==> src/rtl/boid_frame_scanner_pkg.sv <==
// Shared constants and types for the boid bitmap scan-out path: VGA 640x480 timing,
// bitmap grid geometry and the frame FSM encoding.
package boid_frame_scanner_pkg;

  localparam int H_ACTIVE = 640;
  localparam int H_FP     = 16;
  localparam int H_SYNC   = 96;
  localparam int H_BP     = 48;
  localparam int V_ACTIVE = 480;
  localparam int V_FP     = 10;
  localparam int V_SYNC   = 2;
  localparam int V_BP     = 33;

  localparam int H_TOTAL  = H_ACTIVE + H_FP + H_SYNC + H_BP;
  localparam int V_TOTAL  = V_ACTIVE + V_FP + V_SYNC + V_BP;
  localparam int HS_START = H_ACTIVE + H_FP;
  localparam int HS_END   = HS_START + H_SYNC;
  localparam int VS_START = V_ACTIVE + V_FP;
  localparam int VS_END   = VS_START + V_SYNC;

  localparam int GRID_W     = 32;
  localparam int GRID_H     = 32;
  localparam int CELL_SHIFT = 3;
  localparam int ADDR_WIDTH = 10;

  // Wide enough for 800 columns and 525 lines.
  localparam int CNT_WIDTH = 10;

  typedef enum logic [1:0] {
    IDLE,
    SWAP,
    CLEAR
  } frame_state_e;

endpackage

==> src/rtl/vga_timing_counter.sv <==
// Pixel/line counters with raw (unregistered) sync, active and vblank-entry decode.
// Everything advances only on pixel_en ticks.
module vga_timing_counter
  import boid_frame_scanner_pkg::*;
#(
  parameter int H_ACTIVE = boid_frame_scanner_pkg::H_ACTIVE,
  parameter int H_FP     = boid_frame_scanner_pkg::H_FP,
  parameter int H_SYNC   = boid_frame_scanner_pkg::H_SYNC,
  parameter int H_BP     = boid_frame_scanner_pkg::H_BP,
  parameter int V_ACTIVE = boid_frame_scanner_pkg::V_ACTIVE,
  parameter int V_FP     = boid_frame_scanner_pkg::V_FP,
  parameter int V_SYNC   = boid_frame_scanner_pkg::V_SYNC,
  parameter int V_BP     = boid_frame_scanner_pkg::V_BP
) (
  input  logic                 clk,
  input  logic                 reset,
  input  logic                 pixel_en,
  output logic [CNT_WIDTH-1:0] hcnt,
  output logic [CNT_WIDTH-1:0] vcnt,
  output logic                 hsync_raw,
  output logic                 vsync_raw,
  output logic                 active_raw,
  output logic                 vblank_entry
);

  localparam int H_TOTAL  = H_ACTIVE + H_FP + H_SYNC + H_BP;
  localparam int V_TOTAL  = V_ACTIVE + V_FP + V_SYNC + V_BP;
  localparam int HS_START = H_ACTIVE + H_FP;
  localparam int HS_END   = HS_START + H_SYNC;
  localparam int VS_START = V_ACTIVE + V_FP;
  localparam int VS_END   = VS_START + V_SYNC;

  logic h_last;
  logic v_last;

  assign h_last = (hcnt == CNT_WIDTH'(H_TOTAL - 1));
  assign v_last = (vcnt == CNT_WIDTH'(V_TOTAL - 1));

  // NOTE: sequential state uses non-blocking assignments so every register samples
  // pre-edge values, regardless of the order the statements are written in.
  always_ff @(posedge clk or posedge reset) begin
    if (reset) begin
      hcnt <= '0;
      vcnt <= '0;
    end else if (pixel_en) begin
      if (h_last) begin
        hcnt <= '0;
        vcnt <= v_last ? '0 : vcnt + CNT_WIDTH'(1);
      end else begin
        hcnt <= hcnt + CNT_WIDTH'(1);
      end
    end
  end

  assign hsync_raw  = !((hcnt >= CNT_WIDTH'(HS_START)) && (hcnt < CNT_WIDTH'(HS_END)));
  assign vsync_raw  = !((vcnt >= CNT_WIDTH'(VS_START)) && (vcnt < CNT_WIDTH'(VS_END)));
  assign active_raw = (hcnt < CNT_WIDTH'(H_ACTIVE)) && (vcnt < CNT_WIDTH'(V_ACTIVE));

  // Strobes on the tick that wraps the last visible line into the first vblank line.
  assign vblank_entry = pixel_en && h_last && (vcnt == CNT_WIDTH'(V_ACTIVE - 1));

endmodule

==> src/rtl/boid_frame_scanner.sv <==
// Scan-out side of the double-buffered boid bitmap: address pipeline that hides the
// 1-clk bitmap read latency, plus the per-frame buffer swap and clear window.
module boid_frame_scanner
  import boid_frame_scanner_pkg::*;
#(
  parameter int H_ACTIVE   = boid_frame_scanner_pkg::H_ACTIVE,
  parameter int H_FP       = boid_frame_scanner_pkg::H_FP,
  parameter int H_SYNC     = boid_frame_scanner_pkg::H_SYNC,
  parameter int H_BP       = boid_frame_scanner_pkg::H_BP,
  parameter int V_ACTIVE   = boid_frame_scanner_pkg::V_ACTIVE,
  parameter int V_FP       = boid_frame_scanner_pkg::V_FP,
  parameter int V_SYNC     = boid_frame_scanner_pkg::V_SYNC,
  parameter int V_BP       = boid_frame_scanner_pkg::V_BP,
  parameter int GRID_W     = boid_frame_scanner_pkg::GRID_W,
  parameter int GRID_H     = boid_frame_scanner_pkg::GRID_H,
  parameter int CELL_SHIFT = boid_frame_scanner_pkg::CELL_SHIFT,
  parameter int ADDR_WIDTH = boid_frame_scanner_pkg::ADDR_WIDTH
) (
  input  logic                  clk,
  input  logic                  reset,
  input  logic                  pixel_en,
  output logic [ADDR_WIDTH-1:0] read_addr,
  input  logic                  read_data,
  output logic                  hsync,
  output logic                  vsync,
  output logic                  video_active,
  output logic                  pixel_on,
  output logic                  swap_pulse,
  output logic                  clear_en,
  output logic [15:0]           frame_count
);

  logic [CNT_WIDTH-1:0] hcnt;
  logic [CNT_WIDTH-1:0] vcnt;
  logic                 hsync_raw;
  logic                 vsync_raw;
  logic                 active_raw;
  logic                 vblank_entry;

  vga_timing_counter #(
    .H_ACTIVE (H_ACTIVE),
    .H_FP     (H_FP),
    .H_SYNC   (H_SYNC),
    .H_BP     (H_BP),
    .V_ACTIVE (V_ACTIVE),
    .V_FP     (V_FP),
    .V_SYNC   (V_SYNC),
    .V_BP     (V_BP)
  ) u_timing (
    .clk          (clk),
    .reset        (reset),
    .pixel_en     (pixel_en),
    .hcnt         (hcnt),
    .vcnt         (vcnt),
    .hsync_raw    (hsync_raw),
    .vsync_raw    (vsync_raw),
    .active_raw   (active_raw),
    .vblank_entry (vblank_entry)
  );

  // ---------------- address / video pipeline ----------------
  logic [CNT_WIDTH-1:0]  cell_x;
  logic [CNT_WIDTH-1:0]  cell_y;
  logic                  in_grid;
  logic [ADDR_WIDTH-1:0] grid_addr;

  assign cell_x    = hcnt >> CELL_SHIFT;
  assign cell_y    = vcnt >> CELL_SHIFT;
  assign in_grid   = (cell_x < CNT_WIDTH'(GRID_W)) && (cell_y < CNT_WIDTH'(GRID_H));
  // Modular arithmetic at ADDR_WIDTH keeps the address inside the bitmap by construction.
  assign grid_addr = ADDR_WIDTH'(cell_y) * ADDR_WIDTH'(GRID_W) + ADDR_WIDTH'(cell_x);

  logic in_grid_d;
  logic active_d;
  logic hsync_d;
  logic vsync_d;

  // Stage 1 issues the bitmap read; stage 2 samples read_data one tick later, which is
  // at least 2 clk after the address changed, so the RAM latency is always covered.
  always_ff @(posedge clk or posedge reset) begin
    if (reset) begin
      read_addr    <= '0;
      in_grid_d    <= 1'b0;
      active_d     <= 1'b0;
      hsync_d      <= 1'b1;
      vsync_d      <= 1'b1;
      pixel_on     <= 1'b0;
      video_active <= 1'b0;
      hsync        <= 1'b1;
      vsync        <= 1'b1;
    end else if (pixel_en) begin
      if (in_grid) read_addr <= grid_addr;
      in_grid_d    <= in_grid;
      active_d     <= active_raw;
      hsync_d      <= hsync_raw;
      vsync_d      <= vsync_raw;
      pixel_on     <= read_data & in_grid_d & active_d;
      video_active <= active_d;
      hsync        <= hsync_d;
      vsync        <= vsync_d;
    end
  end

  // ---------------- frame FSM ----------------
  frame_state_e          state;
  frame_state_e          state_next;
  logic [ADDR_WIDTH-1:0] clear_cnt;

  always_ff @(posedge clk or posedge reset) begin
    if (reset) state <= IDLE;
    else       state <= state_next;
  end

  // NOTE: every output of this block gets a default first, so no path can infer a latch.
  always_comb begin
    state_next = state;
    swap_pulse = 1'b0;
    clear_en   = 1'b0;
    unique case (state)
      IDLE:  if (vblank_entry) state_next = SWAP;
      SWAP: begin
        swap_pulse = 1'b1;
        state_next = CLEAR;
      end
      CLEAR: begin
        clear_en = 1'b1;
        if (clear_cnt == '1) state_next = IDLE;
      end
      default: state_next = IDLE;
    endcase
  end

  // Clear window is exactly 2^ADDR_WIDTH clocks: one per bitmap word.
  always_ff @(posedge clk or posedge reset) begin
    if (reset) begin
      clear_cnt   <= '0;
      frame_count <= '0;
    end else begin
      clear_cnt <= (state == CLEAR) ? clear_cnt + ADDR_WIDTH'(1) : '0;
      if (state == SWAP) frame_count <= frame_count + 16'd1;
    end
  end

endmodule

==> config.mk <==
export PLATFORM = sky130hd
export DESIGN_NAME = boid_frame_scanner
export DESIGN_NICKNAME = d
export VERILOG_FILES = /design/src/rtl/boid_frame_scanner_pkg.sv /design/src/rtl/vga_timing_counter.sv /design/src/rtl/boid_frame_scanner.sv
export SDC_FILE = /design/constraint.sdc
export NUM_CORES = 1
export LEC_CHECK = 0
export BUFFER_PORTS_ARGS = -buffer_cell sky130_fd_sc_hd__buf_2
export CAP_MARGIN = 25
export CORE_MARGIN = 4
export CORE_UTILIZATION = 52
export DETAILED_ROUTE_END_ITERATION = 12
export PLACE_DENSITY = 0.75
export SETUP_SLACK_MARGIN = 0.15
export SYNTH_ARGS = -nofsm -noshare
export SYNTH_HDL_FRONTEND = slang
export SYNTH_HIERARCHICAL = 1
export SYNTH_SLANG_ARGS = --single-unit
==> constraint.sdc <==
create_clock -name clk -period 1.81 [get_ports clk]
set_clock_uncertainty 0.05 [all_clocks]
set_input_delay 0.181 -clock clk [delete_from_list [all_inputs] [get_ports clk]]
set_output_delay 0.181 -clock clk [all_outputs]
set_load 0.05 [all_outputs]
; ---- Word level (Yosys, flattened, before mapping)
; Index checks and enable logic that the tools add are counted.
[totals]
reg_bits = 66
in_bits = 4
out_inout_bits = 32
[op_classes]
n_addsub = 5
magnitude_cmp = 8
n_eq_ne = 8
muxes = 8
n_bitwise = 2
n_reduce_logical = 12
[op_table]
columns = op, count
row1 = $add A10 B1 Y10 const B, 3
row2 = $eq A10 B10 Y1 const B, 3
row3 = $mux W10, 3
row4 = $lt A10 B10 Y1 const B, 2
row5 = $lt A10 B9 Y1 const B, 2
row6 = $add A16 B1 Y16 const B, 1
row7 = $lt A7 B6 Y1 const B, 2
row8 = $add A10 B7 Y10, 1
row9 = $eq A10 B9 Y1 const B, 1
row10 = $ge A10 B10 Y1 const B, 1
row11 = $ge A10 B9 Y1 const B, 1
row12 = $logic_and A1 B1 Y1, 6
row13 = $pmux W2 S3, 1
row14 = $reduce_and A2 Y1, 3
row15 = $mux W2, 2
row16 = $and A1 B1 Y1, 2
row17 = $eq A2 B1 Y1 const B, 1
row18 = $eq A2 B2 Y1 const B, 1
row19 = $logic_not A1 Y1, 2
row20 = $logic_not A2 Y1, 1
row21 = $mux W1, 2
row22 = $ne A2 B1 Y1 const B, 1
row23 = $ne A2 B2 Y1 const B, 1

; ---- Longest topological paths before layout
; Gate-level depths: netlist of run 1.
[depth]
word_depth = 5
mapped_depth = 6
depth_no_buf = 6

; ---- Cells and area by module
; Netlist of run 1, hierarchy kept.
[modules_own_cells]
columns = mod, n_inst, cells_per_inst, area_each_um2
row1 = boid_frame_scanner, 1, 170, 2049.5
row2 = vga_timing_counter, 1, 121, 1153.6

; ---- Worst setup path before layout of run 1
; Ideal clock, no wire load.
[synth_path]
path_kind = register to register
startpoint = reg u_timing.hcnt[0]
endpoint = reg u_timing.vcnt[9]
setup_time_ns = 0.077
t_arrival_ns = 1.681
setup_slack_ns = 0.002
stages_incl_launch_ff = 6
path_buffers = 0
cell_sequence = dfrtp_1 ha_1 nand4bb_4 or4_4 or3_1 a21oi_1
[synth_between]
elab_chain_len = 2
[synth_lines]
columns = item, line
row1 = from (decl), vga_timing_counter.sv:18  ; output logic [CNT_WIDTH-1:0] hcnt,
row2 = from (signal assigned), vga_timing_counter.sv:50  ; hcnt <= hcnt + CNT_WIDTH'(1);
row3 = $eq A10 B10 Y1, vga_timing_counter.sv:36  ; assign h_last = (hcnt == CNT_WIDTH'(H_TOTAL - 1));
row4 = $reduce_and A2 Y1 (no source line), --
row5 = to (signal assigned), vga_timing_counter.sv:48  ; vcnt <= v_last ? '0 : vcnt + CNT_WIDTH'(1);
row6 = to (decl), vga_timing_counter.sv:19  ; output logic [CNT_WIDTH-1:0] vcnt,
; No other way between the ends.
; A chain may end at the register's enable or synchronous reset.

; ---- Final worst setup path of run 1
[layout_path]
startpoint = reg u_timing.hcnt[8]
endpoint = reg u_timing.vcnt[9]
; Same word-level chain as after synthesis.

==> out/qor.csv, run 1 <==
metric,value,unit
cp_top_family,simple AND/OR/NAND/NOR gates,
netlist_top_cells_area,"dfrtp_1, xnor2_1, mux2_2",
synth_top_area_frac,0.484,
syn-cell-area,3200,um^2
clk_latency,0.34,ns
antenna_found_initial,0,
end_kind,register,
p_per_area,773,nW/um^2
htreeDepth,3,
layout-drive-gt1-share,0.468,
syn2layout_area_growth,35.1,%
ant_nets,0,
max_freq,559,MHz
min-delay-path-class,input port to register,
die_w,86.5,um
multiInputGateArea,1690,um^2
cpMaxStageDelayCell,or4_4,
numCtsBuffers,9,
synth-seq-cells,66,
avgSynthCellArea,11.0,um^2
crit_path_max_incr_delay,0.58,ns
gp_congestion,0.882,
layout.nets,394,
die-area,7480,um^2
clk_path_buf_depth,2,
drc,0,
hold_viol,0,
num_rows,28,
clkSinkCount,66,
coreArea,5960,um^2
synthFlopType,dfrtp_1,
status,completed,
fin_crit,1.79,ns
ys_seq_area_frac,0.517,
synth_edf_count,0,
synth_top_area_cell,dfrtp_1,
reg2reg_setup_slack,0.02,ns
whs,0.0484,ns
synth_common_cells,"dfrtp_1, nand2_1, nor2_1",
gr-total-overflow,0,
seqPwrFrac,0.481,
path_clk_slew,0.07,ns
power_frac_comb,0.153,
crit_buf_inv,1,
first_pass_iters,4,
antennaDiodeCount,0,
final-setup-viol-count,0,
crit_chain,buf_12 > nand3b_4 > or4_4 > or3_1 > a21oi_1,
pwr-share-clk,0.366,
internal-power,2.43,mW
finalCritPeriodShare,0.989,
cp_max_fo,7,
first_global_vias,2406,
place.port_buffers,35,
syn-instance-count,291,
synth_most_common_cell,dfrtp_1,
peakVddDrop,0.637,mV
synth_fp_nets,305,
drt-initial-drc-count,192,
rsz0062_at_grt,yes,
vias,2494,
wl,7.40,mm
power_leakage,1.97,nW
tightest_slew,0.466,ns
ys_types,46,
fillers,387,
vias_per_cell,5.42,
synth-async-reset-ratio,1.00,
wl_per_cell,16.1,um
drv_cap,0,
p_sw_frac,0.274,
io_pins,36,
max-slew-margin-rel,0.689,
grt_first_pass_wirelength,11.4,mm
track_usage,0.195,
p_switching,0.915,mW
initial_utilization,0.538,
critPathArrivalTime,2.00,ns
drv_slew,0,
clockRootBuffer,clkbuf_8,
required,2.02,ns
chipHeight,86.5,um
placed_area,3660,um^2
worstSetupStartpointType,register,
critPathKind,register to register,
grt_max_degree,27,
dp_hpwl,4.74,mm
seq_area,1670,um^2
cts_tree,built,
synth-warning-count,6,
final_area,4330,um^2
state kept, by name, summed over array words and instances (netlist names):
name and count:
in_grid_d 1, active_d 1, read_addr 10, hsync_d 1
vsync_d 1, state 2, u_timing/hcnt 10, video_active 1
clear_cnt 10, vsync 1, pixel_on 1, hsync 1
frame_count 16, u_timing/vcnt 10
what timing repair did:
| action | in CTS | in global routing |
|---|---|---|
| gates resized for setup | 30 | 34 |
| endpoints found under the setup margin | 19 | 26 |
| hold endpoints to repair | 40 | 0 |
| setup buffers | 14 | 9 |
| pin swaps | 10 | 15 |
| hold buffers | 1 | 0 |
layout make-up:
| cell class | count | share of cell area |
|---|---|---|
| flip-flops and latches | 66 | 0.386 |
| well taps | 75 | 0.0217 |
| multi-input cells | 201 | 0.391 |
| clock inverters | 7 | 0.0162 |
| repair buffers | 85 | 0.141 |
| clock buffers | 9 | 0.0286 |
| inverters | 17 | 0.0147 |
metal layers:
layer | wire length, um | share of wire | global-route usage
met4 | 166 | 0.022 | 0.0864
met5 | 0 | 0 | 0
met1 | 3320 | 0.45 | 0.271
met3 | 267 | 0.036 | 0.0323
met2 | 3650 | 0.49 | 0.300
cell usage in the layout (no fill, tap or decap), drive strengths merged, types with 5 or more instances in the layout:
| cell | count |
|---|---|
| buf | 84 |
| dfrtp | 62 |
| nor2 | 25 |
| nand2 | 24 |
| xnor2 | 23 |
| nand3 | 19 |
| inv | 17 |
| mux2 | 15 |
| xor2 | 12 |
| nand4 | 10 |
| clkbuf | 9 |
| o21ai | 9 |
| ha | 9 |
| a21oi | 6 |
| nor3 | 5 |
worst min-delay path, cell delays in order:
cell and delay (ns):
buf_2 0.08, nand4_1 0.07, o21ai_0 0.07
path summary, 6_finish.rpt:
check                                       from                to  cells past startpoint
worst max-delay path            u_timing/hcnt[8]  u_timing/vcnt[9]                      5
worst min-delay path                   read_data          pixel_on                      3
worst max register to register  u_timing/hcnt[8]  u_timing/vcnt[9]                      5
worst min register to register    frame_count[7]    frame_count[7]                      1
max in group asynchronous                  reset           vsync_d                      4
min in group asynchronous                  reset   frame_count[11]                      3
metrics by stage:
stage	power (mW)	instances	utilization	setup TNS (ns)	setup WS, ns
floorplan	1.83	291	-	0	0.0656
global placement	1.98	420	0.614	0	0.0168
detailed placement	2.00	420	0.614	-0.0555	-0.0211
CTS	3.28	451	0.688	0	0.0443
global route	3.47	460	0.727	-0.169	-0.0321
finish	3.35	460	0.727	0	0.0195
cells by family (layout without fill, tap and decap cells):
family          count (synthesis)  in the layout  share of synthesized area
simple gates                  116            116                      0.205
flops                          66             66                      0.517
xor+xnor                       35             35                     0.0957
buf+inv                        24            118                     0.0340
compound gates                 23             23                     0.0434
mux                            17             17                     0.0637
fa+ha+maj                      10             10                     0.0414
power by group through the flow:
stage | clock network, mW | logic, mW | registers, mW
final | 1.22 | 0.513 | 1.61
after detailed placement | 0 | 0.381 | 1.62
after CTS | 1.23 | 0.453 | 1.60
after global routing | 1.30 | 0.552 | 1.62
after global placement | 0 | 0.368 | 1.62
after floorplan | 0 | 0.184 | 1.64
Note: power is estimated with default switching activity, not from simulation.
==> run 2, diff against run 1 <==
--- a/config.mk
+++ b/config.mk
@@ -5,14 +5,16 @@
 export SDC_FILE = /design/constraint.sdc
 export NUM_CORES = 1
 export LEC_CHECK = 0
+export ABC_AREA = 1
 export BUFFER_PORTS_ARGS = -buffer_cell sky130_fd_sc_hd__buf_2
 export CAP_MARGIN = 25
 export CORE_MARGIN = 4
-export CORE_UTILIZATION = 52
+export CORE_UTILIZATION = 53
 export DETAILED_ROUTE_END_ITERATION = 12
-export PLACE_DENSITY = 0.75
+export PLACE_DENSITY = 0.76
 export SETUP_SLACK_MARGIN = 0.15
 export SYNTH_ARGS = -nofsm -noshare
 export SYNTH_HDL_FRONTEND = slang
 export SYNTH_HIERARCHICAL = 1
 export SYNTH_SLANG_ARGS = --single-unit
+export TNS_END_PERCENT = 10
==> run 2 against run 1 <==
- combinational power is 44% lower
- via count rose by 6.7%
- sequential share of layout area grew 4.2 points
- clock power grew 4%
- synthesized cell count rose by 36%
- sequential cell count stayed put
- global-route usage fell by 1.0 points
- wire length down 13%
- fmax rose by 13%
==> out/qor.csv, run 2 <==
metric,value,unit
status,completed,
syn2layout_area_growth,15.8,%
synth-xor-area-share,0.0628,
min-delay-path-class,input port to register,
die_w,87.5,um
worstSetupStartpointType,register,
layout-drive-gt1-share,0.195,
place.port_buffers,35,
layout_common_cells,"nand2_1, dfrtp_1, inv_1",
rsz0062_at_grt,yes,
wl,6.42,mm
clk_path_buf_depth,2,
syn-cell-area,3350,um^2
postLayoutCoreUtil,0.643,
max-slew-margin-rel,0.792,
p_per_area,828,nW/um^2
vias_per_cell,5.06,
synth_fa_ha_area_frac,0.0396,
synth_top_area_frac,0.464,
critPathKind,register to output pin,
antennaDiodeCount,0,
final_area,3870,um^2
peakVddDrop,0.421,mV
synth_common_cells,"nand2_1, dfrtp_1, inv_1",
vias,2660,
tightest_slew,0.311,ns
ant_nets,0,
drt-initial-drc-count,87,
mostFrequentLayoutCell,nand2_1,
max_freq,632,MHz
cts_tree,built,
drv_slew,0,
synth_edf_count,0,
htreeDepth,3,
synth_most_common_cell,nand2_1,
antenna_found_initial,0,
synthFlopType,dfrtp_1,
fin_crit,1.58,ns
largest_reg_flops,16,
clk_latency,0.34,ns
power_leakage,2.08,nW
avgSynthCellArea,8.45,um^2
seq_area,1660,um^2
required,1.58,ns
fin_ws,0.229,ns
synth_compound_area_frac,0.0553,
initial_utilization,0.555,
pre_cts_slack,0.193,ns
placed_area,3640,um^2
synth-seq-cells,66,
finalCritPeriodShare,0.874,
path_clk_slew,0.07,ns
chipHeight,87.5,um
fillers,513,
ys_seq_area_frac,0.495,
grt_first_pass_wirelength,11.2,mm
hold_viol,0,
synth_top_area_cell,dfrtp_1,
fin_cells,526,
syn-instance-count,396,
critPathArrivalTime,1.35,ns
first_pass_iters,4,
num_rows,28,
drv_cap,0,
wl_per_cell,12.2,um
synth_fp_nets,410,
synth-simple-area-share,0.269,
synth-async-reset-ratio,1.00,
largest_register,frame_count,
placed_cells,508,
netlist_top_cells_area,"dfrtp_1, nand2_1, inv_1",
clockRootBuffer,clkbuf_8,
grt_max_degree,37,
fin_tns_setup,0,ns
end_kind,output pin,
numCtsBuffers,9,
synth-warning-count,6,
final-setup-viol-count,0,
synth_top_family_by_area,simple AND/OR/NAND/NOR gates,
multiInputGateArea,1450,um^2
synthMuxAreaShare,0.00337,
first_global_vias,2576,
drc,0,
die-area,7650,um^2
coreArea,6030,um^2
track_usage,0.185,
io_pins,36,
gr-total-overflow,0,
dp_hpwl,4.67,mm
layout.nets,460,
gp_congestion,0.807,
ys_types,34,
cp_max_fo,8,
clkSinkCount,66,
run 2: cell families (layout without fill, tap and decap cells):
kind of cell / Yosys count / count (layout)
muxes: 1 / 1
AOI/OAI and AO/OA: 33 / 33
adders and majority gates: 10 / 10
buffers and inverters: 62 / 117
xor gates and xnor gates: 24 / 24
and+or+nand+nor: 200 / 200
DFF: 66 / 66
run 2: report_power, final:
group	internal, mW	switching (mW)	leakage (nW)	total, mW
Clock	0.712	0.560	0.103	1.27
Combinational	0.0970	0.190	1.11	0.287
Sequential	1.56	0.0904	0.859	1.65
run 2: worst max-delay path, stage by stage, from the launching register on:
cell	delay [ns]
dfrtp_1	0.37
inv_1	0.14
nand2_4	0.12
inv_1	0.11
buf_2	0.27
run 2: final timing paths:
kind	from	end	slack, ns	cells past startpoint
max in group asynchronous	reset	frame_count[13]	0.98	4
setup / recovery	state[1]	swap_pulse	0.23	4
hold / removal	read_data	pixel_on	0.05	3
hold reg to reg	clear_cnt[0]	clear_cnt[0]	0.42	1
min in group asynchronous	reset	read_addr[2]	0.27	3
setup reg to reg	u_timing/hcnt[9]	state[0]	0.27	8
run 2: timing repair:
| item | 4_1_cts | 5_1_grt |
|---|---|---|
| endpoints found under the hold margin | 30 | 0 |
| setup buffers | 0 | 1 |
| hold buffers | 1 | 0 |
| endpoints found under the setup margin | 0 | 5 |
| gates resized for setup | 0 | 4 |
run 2: per-layer routing:
layer / wire, um / global-route usage
met1: 3050 / 0.234
met2: 3080 / 0.308
met3: 213 / 0.0369
met4: 78 / 0.0739
met5: 0 / 0
run 2: stage by stage:
stage               hold WS [ns]  power, mW
global placement          0.0773       1.95
CTS                       0.0392       3.23
global route              0.0545       3.35
detailed placement        0.0876       1.96
finish                    0.0524       3.21
floorplan                 0.0948       1.88
run 2: final cells by class:
cell class,instances,area share
flip-flops and latches,66,0.428
repair buffers,42,0.0626
clock inverters,4,0.0132
multi-input cells,268,0.375
well taps,75,0.0242
inverters,59,0.0572
clock buffers,12,0.0400
